[src/rtl/emmc_pkg.sv]
// Shared types and constants for the eMMC card-side CMD responder.
package emmc_pkg;

  localparam int FRAME_BITS = 48;
  localparam int CRC_SPAN = 40;
  localparam logic [6:0] CRC7_POLY = 7'h09;

  localparam logic [5:0] LAST_BIT = 6'(FRAME_BITS - 1);
  localparam logic [5:0] CRC_LAST_BIT = 6'(CRC_SPAN - 1);

  // Offsets inside the 39-bit captured header (direction, index, argument)
  localparam int RX_DIR_POS = 38;
  localparam int RX_IDX_LSB = 32;
  localparam int RX_ARG_LSB = 0;

  typedef enum logic [2:0] {
    ST_IDLE      = 3'd0,
    ST_RX        = 3'd1,
    ST_WAIT_RESP = 3'd2,
    ST_NCR       = 3'd3,
    ST_TX        = 3'd4,
    ST_TURN      = 3'd5
  } emmc_state_e;

  function automatic logic [6:0] crc7_step(input logic [6:0] crc, input logic bit_in);
    logic fb;
    fb = bit_in ^ crc[6];
    return {crc[5:0], 1'b0} ^ (fb ? CRC7_POLY : 7'h00);
  endfunction

endpackage

[src/rtl/emmc_crc7.sv]
// Serial CRC7 (x^7+x^3+1, init 0), shared by the receive and transmit paths.
module emmc_crc7
  import emmc_pkg::*;
(
  input  logic       clk,
  input  logic       rst,
  input  logic       clr,
  input  logic       en,
  input  logic       bit_in,
  output logic [6:0] crc
);

  // CRC register: clear has priority over accumulation
  always_ff @(posedge clk) begin
    if (rst) begin
      crc <= 7'h00;
    end else if (clr) begin
      crc <= 7'h00;
    end else if (en) begin
      crc <= crc7_step(crc, bit_in);
    end
  end

endmodule

[src/rtl/emmc_cmd_responder.sv]
// Card-side eMMC CMD line endpoint: receives host commands, returns R1 responses.
// Optional build macro EMMC_CRC_CHECK_EN enables CRC7 checking of received frames.
module emmc_cmd_responder
  import emmc_pkg::*;
#(
  parameter int NCR_CYCLES   = 2,
  parameter int WAIT_TIMEOUT = 64
) (
  input  logic        mclk,
  input  logic        rst,
  input  logic        cmd_i,
  output logic        cmd_o,
  output logic        cmd_oe,
  output logic        cmd_valid,
  output logic [5:0]  cmd_index,
  output logic [31:0] cmd_argument,
  output logic        frame_err,
  output logic        resp_ready,
  input  logic        resp_valid,
  input  logic        resp_none,
  input  logic [5:0]  resp_index,
  input  logic [31:0] resp_status,
  output logic        busy
);

  localparam logic [9:0] WAIT_LAST = 10'(WAIT_TIMEOUT - 1);
  localparam logic [6:0] NCR_LAST  = 7'(NCR_CYCLES - 1);

  emmc_state_e state_r, state_nx_s;
  logic [5:0]  bit_cnt_r;
  logic [9:0]  wait_cnt_r;
  logic [6:0]  ncr_cnt_r;
  logic [38:0] rx_sr_r;
  logic [39:0] tx_sr_r;
  logic [6:0]  crc_s;
  logic        crc_clr_s, crc_en_s, crc_bit_s, crc_sel_s, tx_bit_s;
  logic        crc_ok_s, frame_good_s, rx_last_s;

  emmc_crc7 u_crc7 (
    .clk    (mclk),
    .rst    (rst),
    .clr    (crc_clr_s),
    .en     (crc_en_s),
    .bit_in (crc_bit_s),
    .crc    (crc_s)
  );

  // CRC bits 40..46 of a frame map onto crc_s[6..0]
  assign crc_sel_s = crc_s[3'(6'd46 - bit_cnt_r)];
  assign rx_last_s = (state_r == ST_RX) && (bit_cnt_r == LAST_BIT);

`ifdef EMMC_CRC_CHECK_EN
  logic crc_err_r;

  // Accumulate any received CRC bit that disagrees with the running CRC
  always_ff @(posedge mclk) begin
    if (rst) begin
      crc_err_r <= 1'b0;
    end else if (state_r != ST_RX) begin
      crc_err_r <= 1'b0;
    end else if ((bit_cnt_r > CRC_LAST_BIT) && (bit_cnt_r < LAST_BIT) && (cmd_i != crc_sel_s)) begin
      crc_err_r <= 1'b1;
    end
  end

  assign crc_ok_s = ~crc_err_r;
`else
  assign crc_ok_s = 1'b1;
`endif

  assign frame_good_s = rx_sr_r[RX_DIR_POS] & cmd_i & crc_ok_s;
  assign resp_ready   = (state_r == ST_WAIT_RESP);
  assign busy         = (state_r != ST_IDLE);

  // State register
  always_ff @(posedge mclk) begin
    if (rst) begin
      state_r <= ST_IDLE;
    end else begin
      state_r <= state_nx_s;
    end
  end

  // Next-state logic
  always_comb begin
    state_nx_s = state_r;
    case (state_r)
      ST_IDLE: begin
        if (!cmd_i) state_nx_s = ST_RX;
        else        state_nx_s = ST_IDLE;
      end
      ST_RX: begin
        if (rx_last_s) state_nx_s = frame_good_s ? ST_WAIT_RESP : ST_IDLE;
        else           state_nx_s = ST_RX;
      end
      ST_WAIT_RESP: begin
        if (resp_valid)                   state_nx_s = resp_none ? ST_IDLE : ST_NCR;
        else if (!cmd_i)                  state_nx_s = ST_RX;
        else if (wait_cnt_r == WAIT_LAST) state_nx_s = ST_IDLE;
        else                              state_nx_s = ST_WAIT_RESP;
      end
      ST_NCR: begin
        if (ncr_cnt_r == NCR_LAST) state_nx_s = ST_TX;
        else                       state_nx_s = ST_NCR;
      end
      ST_TX: begin
        if (bit_cnt_r == LAST_BIT) state_nx_s = ST_TURN;
        else                       state_nx_s = ST_TX;
      end
      ST_TURN: state_nx_s = ST_IDLE;
      default: state_nx_s = ST_IDLE;
    endcase
  end

  // CRC control and transmit bit selection
  always_comb begin
    crc_clr_s = 1'b0;
    crc_en_s  = 1'b0;
    crc_bit_s = (state_r == ST_TX) ? tx_sr_r[39] : cmd_i;
    case (state_r)
      ST_IDLE:      crc_clr_s = 1'b1;
      ST_WAIT_RESP: crc_clr_s = 1'b1;
      ST_RX:        crc_en_s  = (bit_cnt_r <= CRC_LAST_BIT);
      ST_TX:        crc_en_s  = (bit_cnt_r <= CRC_LAST_BIT);
      default:      crc_clr_s = 1'b0;
    endcase

    if (bit_cnt_r <= CRC_LAST_BIT) tx_bit_s = tx_sr_r[39];
    else if (bit_cnt_r < LAST_BIT) tx_bit_s = crc_sel_s;
    else                           tx_bit_s = 1'b1;
  end

  // Datapath: shift registers, counters and registered outputs
  always_ff @(posedge mclk) begin
    if (rst) begin
      cmd_o        <= 1'b1;
      cmd_oe       <= 1'b0;
      cmd_valid    <= 1'b0;
      frame_err    <= 1'b0;
      cmd_index    <= 6'd0;
      cmd_argument <= 32'd0;
      bit_cnt_r    <= 6'd0;
      wait_cnt_r   <= 10'd0;
      ncr_cnt_r    <= 7'd0;
      rx_sr_r      <= 39'd0;
      tx_sr_r      <= 40'd0;
    end else begin
      cmd_valid <= 1'b0;
      frame_err <= 1'b0;
      cmd_oe    <= 1'b0;
      cmd_o     <= 1'b1;
      case (state_r)
        ST_IDLE: begin
          bit_cnt_r  <= 6'd1;
          wait_cnt_r <= 10'd0;
        end
        ST_RX: begin
          if (bit_cnt_r <= CRC_LAST_BIT) rx_sr_r <= {rx_sr_r[37:0], cmd_i};
          if (rx_last_s) begin
            wait_cnt_r <= 10'd0;
            if (frame_good_s) begin
              cmd_valid    <= 1'b1;
              cmd_index    <= rx_sr_r[RX_IDX_LSB +: 6];
              cmd_argument <= rx_sr_r[RX_ARG_LSB +: 32];
            end else begin
              frame_err <= 1'b1;
            end
          end else begin
            bit_cnt_r <= bit_cnt_r + 6'd1;
          end
        end
        ST_WAIT_RESP: begin
          bit_cnt_r <= 6'd1;
          ncr_cnt_r <= 7'd0;
          if (wait_cnt_r != WAIT_LAST) wait_cnt_r <= wait_cnt_r + 10'd1;
          if (resp_valid && !resp_none) tx_sr_r <= {2'b00, resp_index, resp_status};
        end
        ST_NCR: begin
          bit_cnt_r <= 6'd0;
          if (ncr_cnt_r != NCR_LAST) ncr_cnt_r <= ncr_cnt_r + 7'd1;
        end
        ST_TX: begin
          cmd_oe <= 1'b1;
          cmd_o  <= tx_bit_s;
          if (bit_cnt_r <= CRC_LAST_BIT) tx_sr_r <= {tx_sr_r[38:0], 1'b0};
          if (bit_cnt_r != LAST_BIT) bit_cnt_r <= bit_cnt_r + 6'd1;
        end
        ST_TURN: begin
          cmd_oe <= 1'b1;
          cmd_o  <= 1'b1;
        end
        default: begin
          bit_cnt_r <= 6'd0;
        end
      endcase
    end
  end

endmodule

[config.mk]
export PLATFORM = sky130hd
export DESIGN_NAME = emmc_cmd_responder
export DESIGN_NICKNAME = d
export VERILOG_FILES = /design/src/rtl/emmc_pkg.sv /design/src/rtl/emmc_crc7.sv /design/src/rtl/emmc_cmd_responder.sv
export SDC_FILE = /design/constraint.sdc
export NUM_CORES = 1
export LEC_CHECK = 0
export CAP_MARGIN = 10
export CORE_UTILIZATION = 50
export CTS_CLUSTER_DIAMETER = 80
export DETAILED_ROUTE_END_ITERATION = 6
export PLACE_DENSITY = 0.76
export SLEW_MARGIN = 40
export SYNTH_ARGS = -nofsm -noshare
export SYNTH_HDL_FRONTEND = slang
export SYNTH_SLANG_ARGS = --single-unit
[constraint.sdc]
create_clock -name mclk -period 3.9 [get_ports mclk]
set_input_delay 0.39 -clock mclk [delete_from_list [all_inputs] [get_ports mclk]]
set_output_delay 0.39 -clock mclk [all_outputs]
set_load 0.005 [all_outputs]
After elaboration in Yosys (flattened, before gate mapping)
Index checks and enable logic that the tools add are counted.

Flip-flop bits (word level): 154. Latch bits: 0. Memory bits (writable): 0. Bits in read-only memories: 0. Input bits: 43. Output and inout bits: 44. Logic and storage cells: 97. Memories kept: 0.

Add/sub/neg operators: 4. Multipliers: 0. Divide/modulo/power cells: 0. Magnitude comparators: 3. Equality and inequality tests: 18. Shift-type cells: 0. Muxes and demuxes: 32. Bitwise logic cells: 7. Reduce and logical (&&, ||, !) cells: 20.

Operators by type and width (number): 40-bit 2-to-1 mux (2); 40-bit case mux with 2 select lines (1); 10-bit case mux with 3 select lines (1); 6-bit case mux with 4 select lines (1); 10-bit 2-to-1 mux (2); 3-bit case mux with 5 select lines (1); 7-bit case mux with 2 select lines (1); 2-bit 2-to-1 mux (6); 6-bit 2-to-1 mux (2); 3-bit AND reduction (4); 1-bit 2-to-1 mux (11); 10-bit by 1-bit adder with 10-bit output (second input constant) (1); 10-bit by 6-bit equality test with 1-bit output (second input constant) (1); 10-bit by 6-bit inequality test with 1-bit output (second input constant) (1); 2-bit OR reduction (5); 2-bit by 1-bit inequality test with 1-bit output (second input constant) (4); 7-bit by 1-bit adder with 7-bit output (second input constant) (1); 7-bit by 1-bit equality test with 1-bit output (second input constant) (1); 7-bit 2-to-1 mux (1); 7-bit by 1-bit inequality test with 1-bit output (second input constant) (1); 7-bit bitwise XOR (1); 6-bit by 1-bit adder with 6-bit output (second input constant) (1); 3-bit by 2-bit equality test with 1-bit output (second input constant) (2); 3-bit equality test (second input constant) (2); 21 further kinds (30).

Depth between registers and ports, before layout
Depth after elaboration: 5. Depth in mapped cells: 9. Depth with buffers taken out: 6.

Cells and area by module
Synthesis repeated with hierarchy kept, for this count alone.

Cell total of the unflattened synthesis: 754. Area, all modules: 6481.2 um^2.

By module, submodules not included: emmc_cmd_responder (instances 1, cells each 726, area each 6204.7 um^2, seq. area each 2942.8 um^2); emmc_crc7 (instances 1, cells each 28, area each 276.5 um^2, seq. area each 140.1 um^2).

Worst setup path after synthesis
No wires, ideal clock.

Path type: register to register. Start point: reg bit_cnt_r[0]. End point: reg bit_cnt_r[3]. Library setup time: 0.072 ns. Arrival: 1.963 ns. Required time: 3.828 ns. Setup slack: 1.866 ns. Stages on the path, launching flop included: 8. Buffers on the path: 1. Period minus slack after synthesis: 2.034 ns. Cell sequence: dfxtp_1 > ha_1 > nand3_4 > or2_1 > buf_2 > maj3_1 > o21ai_0 > mux2i_1.

Longest elaborated chain between the ends: 4. Elaborated cells on any way between the ends: 10. Those cells by class: 1 x add/sub; 4 x eq/ne; 3 x mux; 2 x reduce/logical.

Ends and longest elaborated chain: start, declared (line emmc_cmd_responder.sv:30) `logic [5:0] bit_cnt_r;`; start signal, assigned (line emmc_cmd_responder.sv:169) `bit_cnt_r <= bit_cnt_r + 6'd1;`; start signal, assigned (line emmc_cmd_responder.sv:186) `if (bit_cnt_r != LAST_BIT) bit_cnt_r <= bit_cnt_r + 6'd1;`; branches (longest 4 deep; another with 6-bit by 1-bit adder with 6-bit output).

Parallel ways; which one is timed is not known. The select of a mux whose other input is x is not followed. A chain may end at the register's enable or synchronous reset.

Worst setup path after layout
Start point: reg state_r[1]. End point: out resp_ready.

Longest elaborated chain between the ends: 1.

Ends and longest elaborated chain: start, declared (line emmc_cmd_responder.sv:29) `emmc_state_e state_r, state_nx_s;`; start signal, assigned (line emmc_cmd_responder.sv:80) `state_r <= state_nx_s;`; 3-bit by 2-bit equality test with 1-bit output (line emmc_cmd_responder.sv:72) `assign resp_ready = (state_r == ST_WAIT_RESP);`; end, declared (line emmc_cmd_responder.sv:18) `output logic resp_ready,`.

No other way between the ends.

==> impl_results.rst <==
.. list-table::
   :header-rows: 1

   * - Metric
     - Value
   * - Outcome
     - complete, no violations
   * - Die width
     - 114 um
   * - Quantity of I/O buffers inserted on ports
     - 86
   * - Final Hold Viols
     - 0
   * - Arrival time of the worst setup path
     - 2.20 ns
   * - Synthesized cell area
     - 6310 sq um
   * - GRT overflow
     - 0
   * - Via count of the first global-routing pass
     - 5100
   * - Cells after synthesis
     - 783
   * - DP Wirelength
     - 8.74 mm
   * - Endpoint type of the worst setup path
     - output port
   * - Number of max-capacitance violations reported
     - 0
   * - Post-detailed-routing wire length
     - 13.7 mm
   * - Clock latency reported for the late side of the worst-skew pair
     - 0.43 ns
   * - Syn-to-layout area delta
     - 24.2%
   * - Worst hold slack
     - 0.418 ns
   * - Count of different cell masters after synthesis
     - 53
   * - Leakage power summed over all cells
     - 2.60 nW
   * - Number of pins with negative max-slew slack in the final report
     - 0
   * - CTS tree
     - built
   * - Share of the cycle needed by the critical path after routing
     - 66.4%
   * - Post-detailed-route DRC marker count
     - 0
   * - Top cell type's share of synthesized area
     - 48.9%
   * - Hold bufs inserted after CTS
     - 0
   * - Most area-hungry cell type in the Yosys netlist
     - dfxtp_1
   * - Clock transition time at the flip-flop clock pins of the worst setup and hold paths
     - 0.06 ns
   * - Final setup margin
     - 1.31 ns
   * - # IOs
     - 87
   * - Place WS
     - 1.51 ns
   * - Crit-path max FO
     - 23
   * - Worst Reg-to-Reg Cells
     - 6
   * - Maximum ir drop on the vdd rail
     - 0.293 mV
   * - Count of cells along the worst hold path
     - 2
   * - Post-synth top flop
     - dfxtp_1
   * - Tot GR Track Use
     - 22.1%
   * - Die area
     - 13100 sq um
   * - Commonest cells after routing, fill and taps aside
     - nand2_1 (238), dfxtp_1 (153), a21oi_1 (90), clkdlybuf4s50_1 (85), nor2_1 (73)
   * - Number of levels in the clock H-tree
     - 4
   * - Fmax
     - 0.386 GHz
   * - Cell row count
     - 40
   * - Post-CTS repair timing setup buffer count
     - 0
   * - Total nets after synthesis
     - 830
   * - Path type of the worst min-delay path
     - primary input to flip-flop
   * - Required time at the worst-slack endpoint
     - 3.51 ns
   * - Average wire per standard cell
     - 13.4 um
   * - Buffer cell driving the clock tree root
     - clkbuf_16
   * - PwrDens
     - 438 nW/um^2
   * - Post-Syn Area per Cell
     - 8.06 sq um
   * - Maximum number of pins on one net before global-route repair
     - 78
   * - Antenna Cells
     - 0
   * - Post-synthesis sequential area ratio
     - 48.9%
   * - DRT iter0 DRCs
     - 341
   * - Total iterations of the first detailed-routing run
     - 5
   * - Share of the core filled with cells
     - 64.4%
   * - EDFF count, synth
     - 0
   * - Area of the placeable core
     - 12200 sq um
   * - Relative max-transition margin
     - 50.3%
   * - Layout cells sized above 1
     - 6.10%
   * - Fill cells
     - 1000
   * - Initial antenna violation count
     - 0
   * - Worst setup path class
     - flip-flop to output port
   * - Vias per cell
     - 5.37
   * - Num CTS Buffers
     - 17
   * - Actual transition at the worst max-transition pin
     - 0.745 ns
   * - Most common cell after layout, fill and taps aside
     - nand2_1
   * - Kind of start point of the critical path
     - flip-flop
   * - Number of nets with antenna violations after detailed routing
     - 0
   * - Global-route wire length before repair
     - 23.2 mm
   * - Final worst clock skew
     - 0.0110 ns
   * - Clock tree sinks
     - 154
   * - Setup-failing EPs final
     - 0
   * - Yosys Warn Count
     - 0
   * - Number of synthesized register bits
     - 154
   * - Final Wtd Congestion
     - 0.826
   * - Vias post-DR
     - 5487
   * - Top post-synthesis cells by area
     - dfxtp_1 (49%), nand2_1 (14%), a21oi_1 (7.1%), a311oi_1 (5.4%), nor2_1 (4.3%)
   * - Async SR Flop Fraction
     - 0%
   * - Maximum buffer depth of the clock tree
     - 2
   * - Sum of negative setup slack
     - 0 ns
   * - Number of nets in the layout
     - 887
   * - Final critical path time including I/O delays and setup
     - 2.59 ns
   * - Design Power
     - 3.43 mW
   * - Effective utilization at floorplan
     - 51.9%
   * - Setup repair after global routing missed its margin
     - no
   * - Die Ht
     - 114 um
   * - Post-cts repair resize count
     - 0
-- cells in the mapped netlist, types with 7 or more instances --
cell and n:
xor2_1 12, o21ai_0 12, a311oi_1 39, nand2_1 238, buf_2 15, nor2_1 73, nand4_1 7, a21oi_1 90
mux2i_1 9, clkbuf_1 37, dfxtp_1 154, nand3_1 10
-- layer usage --
metal | global-route usage (%) | up-vias | wire length, um
met5 | 0 | - | 0
met4 | 10.3 | 0 | 250
met3 | 4.02 | 23 | 489
met2 | 36.4 | 115 | 6650
met1 | 28.1 | 2560 | 6270
li1 | - | 2789 | -
-- cell type report --
class                      count  area, sq um  share of cell area [%]
timing repair buffer          94          931                    11.9
multi-input combinational    567         2970                    37.9
clock inverter                15          188                    2.40
inverter                       6         22.5                   0.288
sequential                   154         3080                    39.4
clock buffer                  17          425                    5.43
tap                          168          210                    2.68
-- worst max-delay path: stages (launching register included) --
cell,delay [ns]
dfxtp_2,0.63
or3b_1,0.50
inv_1,0.14
clkdlybuf4s50_1,0.51
-- registers in the layout (all words and copies together) (netlist names), 3 cells and up --
| name | count |
|---|---|
| bit_cnt_r | 6 |
| cmd_index | 6 |
| tx_sr_r | 40 |
| u_crc7.crc | 7 |
| rx_sr_r | 39 |
| state_r | 3 |
| wait_cnt_r | 10 |
| cmd_argument | 32 |
| ncr_cnt_r | 7 |
-- final timing paths --
path,from,end,slack (ns)
min reg2reg,cmd_argument[23],cmd_argument[23],0.45
max reg2reg,bit_cnt_r[0],wait_cnt_r[7],1.52
min,rst,state_r[0],0.42
max,state_r[1],resp_ready,1.31
-- stage by stage --
step	std cells	instance area, sq um
after global placement	989	7220
final	1021	7830
after CTS	1021	7830
after floorplan	783	6310
after global routing	1021	7830
after detailed placement	989	7220
-- power by group --
| part | leakage [nW] | total, mW | switching [mW] | internal [mW] |
|---|---|---|---|---|
| sequential | 1.24 | 1.59 | 0.00962 | 1.58 |
| clock | 0.284 | 1.70 | 0.685 | 1.02 |
| combinational | 1.07 | 0.142 | 0.0802 | 0.0619 |
-- cell families (layout without fill, tap and decap cells) --
logic type      after synthesis  after routing  synth area share [%]
simple gates                369            369                  25.0
compound gates              166            166                  16.6
flops                       154            154                  48.9
buf+inv                      62            132                  4.40
xor+xnor                     16             16                  2.22
mux                          10             10                  1.79
fa+ha+maj                     6              6                  1.11
Power figures use the tool's default switching activity.
